===== src/rtl/cpu_sequencer_pkg.sv =====
// cpu_sequencer_pkg: shared opcodes, instruction field positions and FSM encoding
package cpu_sequencer_pkg;
  typedef enum logic [1:0] {ST_FETCH, ST_EXEC, ST_HALT} state_t;
  localparam logic [3:0] OP_LDI = 4'b1000;
  localparam logic [3:0] OP_JMP = 4'b1001;
  localparam logic [3:0] OP_JC  = 4'b1010;
  localparam logic [3:0] OP_JZ  = 4'b1011;
  localparam logic [3:0] OP_HLT = 4'b1111;
  localparam logic [2:0] ALU_OP0 = 3'd0;
  localparam logic [2:0] ALU_OP1 = 3'd1;
  localparam logic [2:0] ALU_OP2 = 3'd2;
  localparam logic [2:0] ALU_OP3 = 3'd3;
  localparam logic [2:0] ALU_OP4 = 3'd4;
  localparam logic [2:0] ALU_OP5 = 3'd5;
  localparam logic [2:0] ALU_OP6 = 3'd6;
  localparam logic [2:0] ALU_OP7 = 3'd7;
  localparam int OPC_LSB = 12;
  localparam int RD_LSB  = 10;
  localparam int RS_LSB  = 8;
  localparam int IMM_LSB = 0;
  // the ALU leaves its carry undefined for ops 1, 6 and 7, so CY must not follow it
  function automatic logic cy_defined(input logic [2:0] op);
    case (op)
      ALU_OP1, ALU_OP6, ALU_OP7: return 1'b0;
      ALU_OP0, ALU_OP2, ALU_OP3, ALU_OP4, ALU_OP5: return 1'b1;
      default: return 1'b0;
    endcase
  endfunction
endpackage


===== src/rtl/cpu_sequencer_regfile.sv =====
// regfile_4x8: four 8-bit registers, two async read ports, one sync write port
module regfile_4x8 #(
  parameter int NUM_REGS = 4
) (
  input  logic       clk,
  input  logic       rst_n,
  input  logic [1:0] i_ra,
  input  logic [1:0] i_rb,
  input  logic       i_we,
  input  logic [1:0] i_wa,
  input  logic [7:0] i_wd,
  output logic [7:0] o_a,
  output logic [7:0] o_b,
  output logic [7:0] o_r0
);
  logic [7:0] r_mem [NUM_REGS];
  assign o_a  = r_mem[i_ra];
  assign o_b  = r_mem[i_rb];
  assign o_r0 = r_mem[0];
  // register write; reset clears every entry
  always_ff @(posedge clk or negedge rst_n)
    if (!rst_n)
      for (int i = 0; i < NUM_REGS; i++) r_mem[i] <= '0;
    else if (i_we)
      r_mem[i_wa] <= i_wd;
endmodule


===== src/rtl/cpu_sequencer.sv =====
// cpu_sequencer: fetch/execute sequencer driving an external 8-bit ALU
module cpu_sequencer
  import cpu_sequencer_pkg::*;
#(
  parameter logic [7:0] RESET_PC = 8'h00,
  parameter int         NUM_REGS = 4
) (
  input  logic        clk,
  input  logic        rst_n,
  output logic        imem_req_o,
  output logic [7:0]  imem_addr_o,
  input  logic [15:0] imem_data_i,
  input  logic        imem_ack_i,
  output logic [7:0]  alu_a_o,
  output logic [7:0]  alu_b_o,
  output logic [2:0]  alu_op_o,
  input  logic [7:0]  alu_out_i,
  input  logic        alu_cy_i,
  output logic        cy_o,
  output logic        z_o,
  output logic [7:0]  r0_o,
  output logic        halted_o
);
  state_t      r_state;
  logic [7:0]  r_pc;
  logic [15:0] r_ir;
  logic        r_cy, r_z;
  logic [3:0]  w_opc;
  logic [2:0]  w_aop;
  logic [1:0]  w_rd, w_rs;
  logic [7:0]  w_imm, w_a, w_b, w_npc;
  logic        w_exec, w_alu, w_we;
  assign w_opc  = r_ir[OPC_LSB +: 4];
  assign w_aop  = r_ir[OPC_LSB +: 3];
  assign w_rd   = r_ir[RD_LSB +: 2];
  assign w_rs   = r_ir[RS_LSB +: 2];
  assign w_imm  = r_ir[IMM_LSB +: 8];
  assign w_exec = r_state == ST_EXEC;
  assign w_alu  = !w_opc[3];
  assign w_we   = w_exec && (w_alu || w_opc == OP_LDI);
  assign w_npc  = (w_opc == OP_JMP || (w_opc == OP_JC && r_cy) || (w_opc == OP_JZ && r_z)) ? w_imm :
                  w_opc == OP_HLT ? r_pc : r_pc + 8'd1;
  // gating with rst_n drops the request the moment reset is asserted
  assign imem_req_o  = rst_n && r_state == ST_FETCH;
  assign imem_addr_o = r_pc;
  assign alu_a_o     = w_exec ? w_a : '0;
  assign alu_b_o     = w_exec ? w_b : '0;
  assign alu_op_o    = w_exec ? w_aop : '0;
  assign cy_o        = r_cy;
  assign z_o         = r_z;
  assign halted_o    = r_state == ST_HALT;
  regfile_4x8 #(.NUM_REGS(NUM_REGS)) u_rf (
    .clk  (clk),
    .rst_n(rst_n),
    .i_ra (w_rd),
    .i_rb (w_rs),
    .i_we (w_we),
    .i_wa (w_rd),
    .i_wd (w_alu ? alu_out_i : w_imm),
    .o_a  (w_a),
    .o_b  (w_b),
    .o_r0 (r0_o)
  );
  // fetch/execute/halt FSM with PC, IR and flag updates
  always_ff @(posedge clk or negedge rst_n)
    if (!rst_n) begin
      r_state <= ST_FETCH;
      r_pc    <= RESET_PC;
      r_ir    <= '0;
      r_cy    <= 1'b0;
      r_z     <= 1'b0;
    end else
      case (r_state)
        ST_FETCH:
          if (imem_ack_i) begin
            r_ir    <= imem_data_i;
            r_state <= ST_EXEC;
          end
        ST_EXEC: begin
          r_state <= w_opc == OP_HLT ? ST_HALT : ST_FETCH;
          r_pc    <= w_npc;
          if (w_alu) begin
            r_z <= alu_out_i == 8'h00;
            if (cy_defined(w_aop)) r_cy <= alu_cy_i;
          end
        end
        default: r_state <= ST_HALT;
      endcase
endmodule

===== config.mk =====
export PLATFORM = sky130hd
export DESIGN_NAME = cpu_sequencer
export DESIGN_NICKNAME = d
export VERILOG_FILES = /design/src/rtl/cpu_sequencer_pkg.sv /design/src/rtl/cpu_sequencer_regfile.sv /design/src/rtl/cpu_sequencer.sv
export SDC_FILE = /design/constraint.sdc
export NUM_CORES = 1
export LEC_CHECK = 0
export BUFFER_PORTS_ARGS = -buffer_cell sky130_fd_sc_hd__buf_2
export CAP_MARGIN = 20
export CORE_AREA = 2 2 80 82
export DETAILED_ROUTE_END_ITERATION = 6
export DIE_AREA = 0 0 82 84
export PLACE_DENSITY = 0.77
export SYNTH_ARGS = -nofsm -noshare
export SYNTH_HDL_FRONTEND = slang
export SYNTH_SLANG_ARGS = --single-unit

===== constraint.sdc =====
create_clock -name clk -period 3.5 [get_ports clk]
set_input_delay 0.875 -clock clk [delete_from_list [all_inputs] [get_ports clk]]
set_output_delay 0.875 -clock clk [all_outputs]
set_load 0.03 [all_outputs]

==> impl_metrics.json <==
{
  "dp.cells": 406,
  "holdBufCountCts": 0,
  "worstSetupStartpointType": "register",
  "diodes": 0,
  "dpl_worst_slack_ns": 0.926,
  "cpPeakStageDelay_ns": 0.78,
  "drt_iter0_drc": 208,
  "insertion_delay_ns": 0.33,
  "cts_buffers": 9,
  "ys_top_cells_by_area": "dfrtp_1 (47%), mux4_2 (11%), mux2_2 (5.3%)",
  "power.total_mw": 3.69,
  "initial_core_util_pct": 51.9,
  "peakVddDrop_v": 0.000570,
  "reg2reg_to": "imem_addr_o[2]",
  "fp.dieW_microns": 82,
  "place.port_buffers": 66,
  "htreeDepth": 3,
  "fill_cells": 534,
  "grt_first_pass_wirelength_microns": 11500,
  "hold_ws_ns": 0.508,
  "netlist.area_leader.share_pct": 47.4,
  "cts_sinks": 60,
  "place_area_sq_um": 3470,
  "root_buffer": "clkbuf_8",
  "viasPerCell": 5.75,
  "synth-seq-cells": 60,
  "slew_violations": 0,
  "reg2reg_depth": 4,
  "yosysSeqAreaShare_pct": 47.4,
  "synthAdderAreaFrac_pct": 0.395,
  "layout.cells.non_filler": 421,
  "synth_cells": 285,
  "cp_cell_sequence": "mux4_2 -> and2_1 -> buf_2",
  "drv_cap": 0,
  "worstPathArrival_ns": 2.03,
  "finalSetupViolCount": 0,
  "cts-resized-gates": 0,
  "syn_nets": 314,
  "crit_fanout": 13,
  "period_share_pct": 83.0,
  "status": "completed",
  "coreArea_sq_um": 6100,
  "antenna_found_initial": 0,
  "dieArea_sq_um": 6890,
  "synth_top_family_by_area": "multiplexers",
  "fin_tns_setup_ns": 0,
  "rows": 29,
  "reg2reg_from": "r_ir[15]",
  "holdPathStages": 2,
  "final_common_cell": "buf_2",
  "yosysTopAreaCell": "dfrtp_1",
  "synth-simple-area-share_pct": 16.0,
  "ant_nets": 0,
  "cts_buffer_depth": 2,
  "final_util_pct": 59.7,
  "first_pass_iters": 4,
  "seqCellArea_sq_um": 1500,
  "cts_setup_buffers": 0,
  "dp_hpwl_microns": 5030,
  "powerDensity_nw_per_um2": 1010,
  "crit_buf_inv": 1,
  "synthXorXnorAreaFrac_pct": 0,
  "drc": 0,
  "endpoint": "alu_a_o[1]",
  "via_count": 2422,
  "yosys_warnings": 0,
  "grt_max_degree": 61,
  "fmax_ghz": 0.344,
  "worstMarginPinSlew_ns": 0.754,
  "dieHeight_microns": 84,
  "cp-startpoint": "r_ir[10]",
  "cp-end-kind": "primary output",
  "clkTransAtPathRegs_ns": 0.06,
  "cts_tree": "done",
  "fin_skew_ns": 0.00466,
  "r2r_slack_ns": 1.54,
  "hold_class": "reg -> reg",
  "max-slew-margin-rel_pct": 49.7,
  "nNetsFinal": 369,
  "wl_microns": 7000,
  "grt_overflow_total": 0,
  "synth_compound_area_share_pct": 11.2,
  "finalCriticalPeriod_ns": 2.91,
  "grt_util_all_layers_pct": 22.3,
  "area_growth_pct": 14.9,
  "wl_per_cell_microns": 16.6,
  "synth_cell_types": 43,
  "crit_slowest_cell": "dfrtp_1",
  "grt_pass1_vias": 2349,
  "power.leakage_nw": 1.71,
  "layout_setup_ws_ns": 0.594,
  "synth.cell_area_sq_um": 3170,
  "multi_input_area_sq_um": 1510,
  "stdcell_area_sq_um": 3640,
  "rsz0062_at_grt": "no",
  "critPathTopFamily": "flip-flops",
  "synth.area.mux_share_pct": 19.9,
  "syn_area_per_cell_sq_um": 11.1,
  "hold_viol": 0,
  "io_pins": 67,
  "critPathKind": "reg -> out",
  "final_layout_size_suffix_gt1_share_pct": 35.8,
  "layout_common_cells": "buf_2 (66), dfrtp_1 (60), nand2_1 (31)",
  "gp_congestion": 0.830,
  "cp.depth": 3,
  "required_ns": 2.62
}
worst register-to-register path: cells and delay by family (launching register included):
family / cells / cell delay [ns]
flops: 1 / 0.78
simple gates: 3 / 0.79
compound gates: 1 / 0.28
synth_stat cells:
library cell  instances
a211o_1               1
a21o_1                2
a21oi_1              12
a21oi_2               3
a221oi_1              1
a22oi_1               1
a2bb2oi_1             3
a31oi_1               1
and2_1               18
and2_4                1
and3_1                3
and3b_1               1
and4_1                2
buf_1                 1
buf_2                11
buf_4                10
buf_6                 1
clkbuf_1              2
dfrtp_1              60
ha_1                  1
inv_1                 3
mux2_2               15
mux2i_1              10
mux4_2               16
nand2_1              31
nand2b_1              4
nand3_1               6
nand3b_2              2
nor2_1               13
nor2_2                2
nor2b_1               2
nor3_1                3
nor3b_1               3
nor4_1                2
nor4b_1               1
o21ai_0              22
o21ai_1               7
o22a_1                1
o22ai_1               2
o311ai_1              1
o31ai_1               1
o31ai_2               1
or2_1                 2
sequential cells by signal, indices dropped and copies added, names as in the netlist:
register,flops
cy_o,1
imem_addr_o,8
r_ir,16
r_state,2
u_rf.o_r0,8
u_rf.r_mem,24
z_o,1
cell type report:
class | instances | area share, %
Clock buffer | 13 | 4.37
Clock inverter | 2 | 0.275
Inverter | 3 | 0.310
Multi-Input combinational cell | 197 | 41.4
Sequential cell | 60 | 41.3
Tap cell | 77 | 2.65
Timing Repair Buffer | 69 | 9.70
report_power, final:
group	internal (mW)	switching [mW]	total, mW	leakage, nW
Sequential	1.03	0.468	1.50	0.701
Combinational	0.781	0.856	1.64	0.917
Clock	0.290	0.263	0.553	0.0893
worst min path at each step:
stage                   startpoint        endpoint  slack, ns
global route        u_rf.r_mem[14]  u_rf.r_mem[14]       0.54
finish              u_rf.r_mem[14]  u_rf.r_mem[14]       0.51
global placement    u_rf.r_mem[14]  u_rf.r_mem[14]       0.48
floorplan           u_rf.r_mem[10]  u_rf.r_mem[10]       0.46
detailed placement  u_rf.r_mem[14]  u_rf.r_mem[14]       0.50
CTS                 u_rf.r_mem[14]  u_rf.r_mem[14]       0.51
cell families (layout without fill, tap and decap cells):
group,count (synthesis),after routing
AO/OA/AOI/OAI,59,59
adder cells (fa/ha/maj),1,1
multiplexers,41,41
AND/OR/NAND/NOR,96,96
buffers and inverters,28,87
flip-flops,60,60
per-layer routing:
metal / global-route usage (%) / wire (microns) / part of all wire (%) / up-vias
li1: - / - / - / 1136
met1: 31.2 / 3150 / 45 / 1188
met2: 34.5 / 3380 / 48 / 89
met3: 4.22 / 408 / 5.8 / 9
met4: 8.33 / 63 / 0.90 / 0
met5: 0 / 0 / 0 / -
Power figures use the tool's default switching activity.
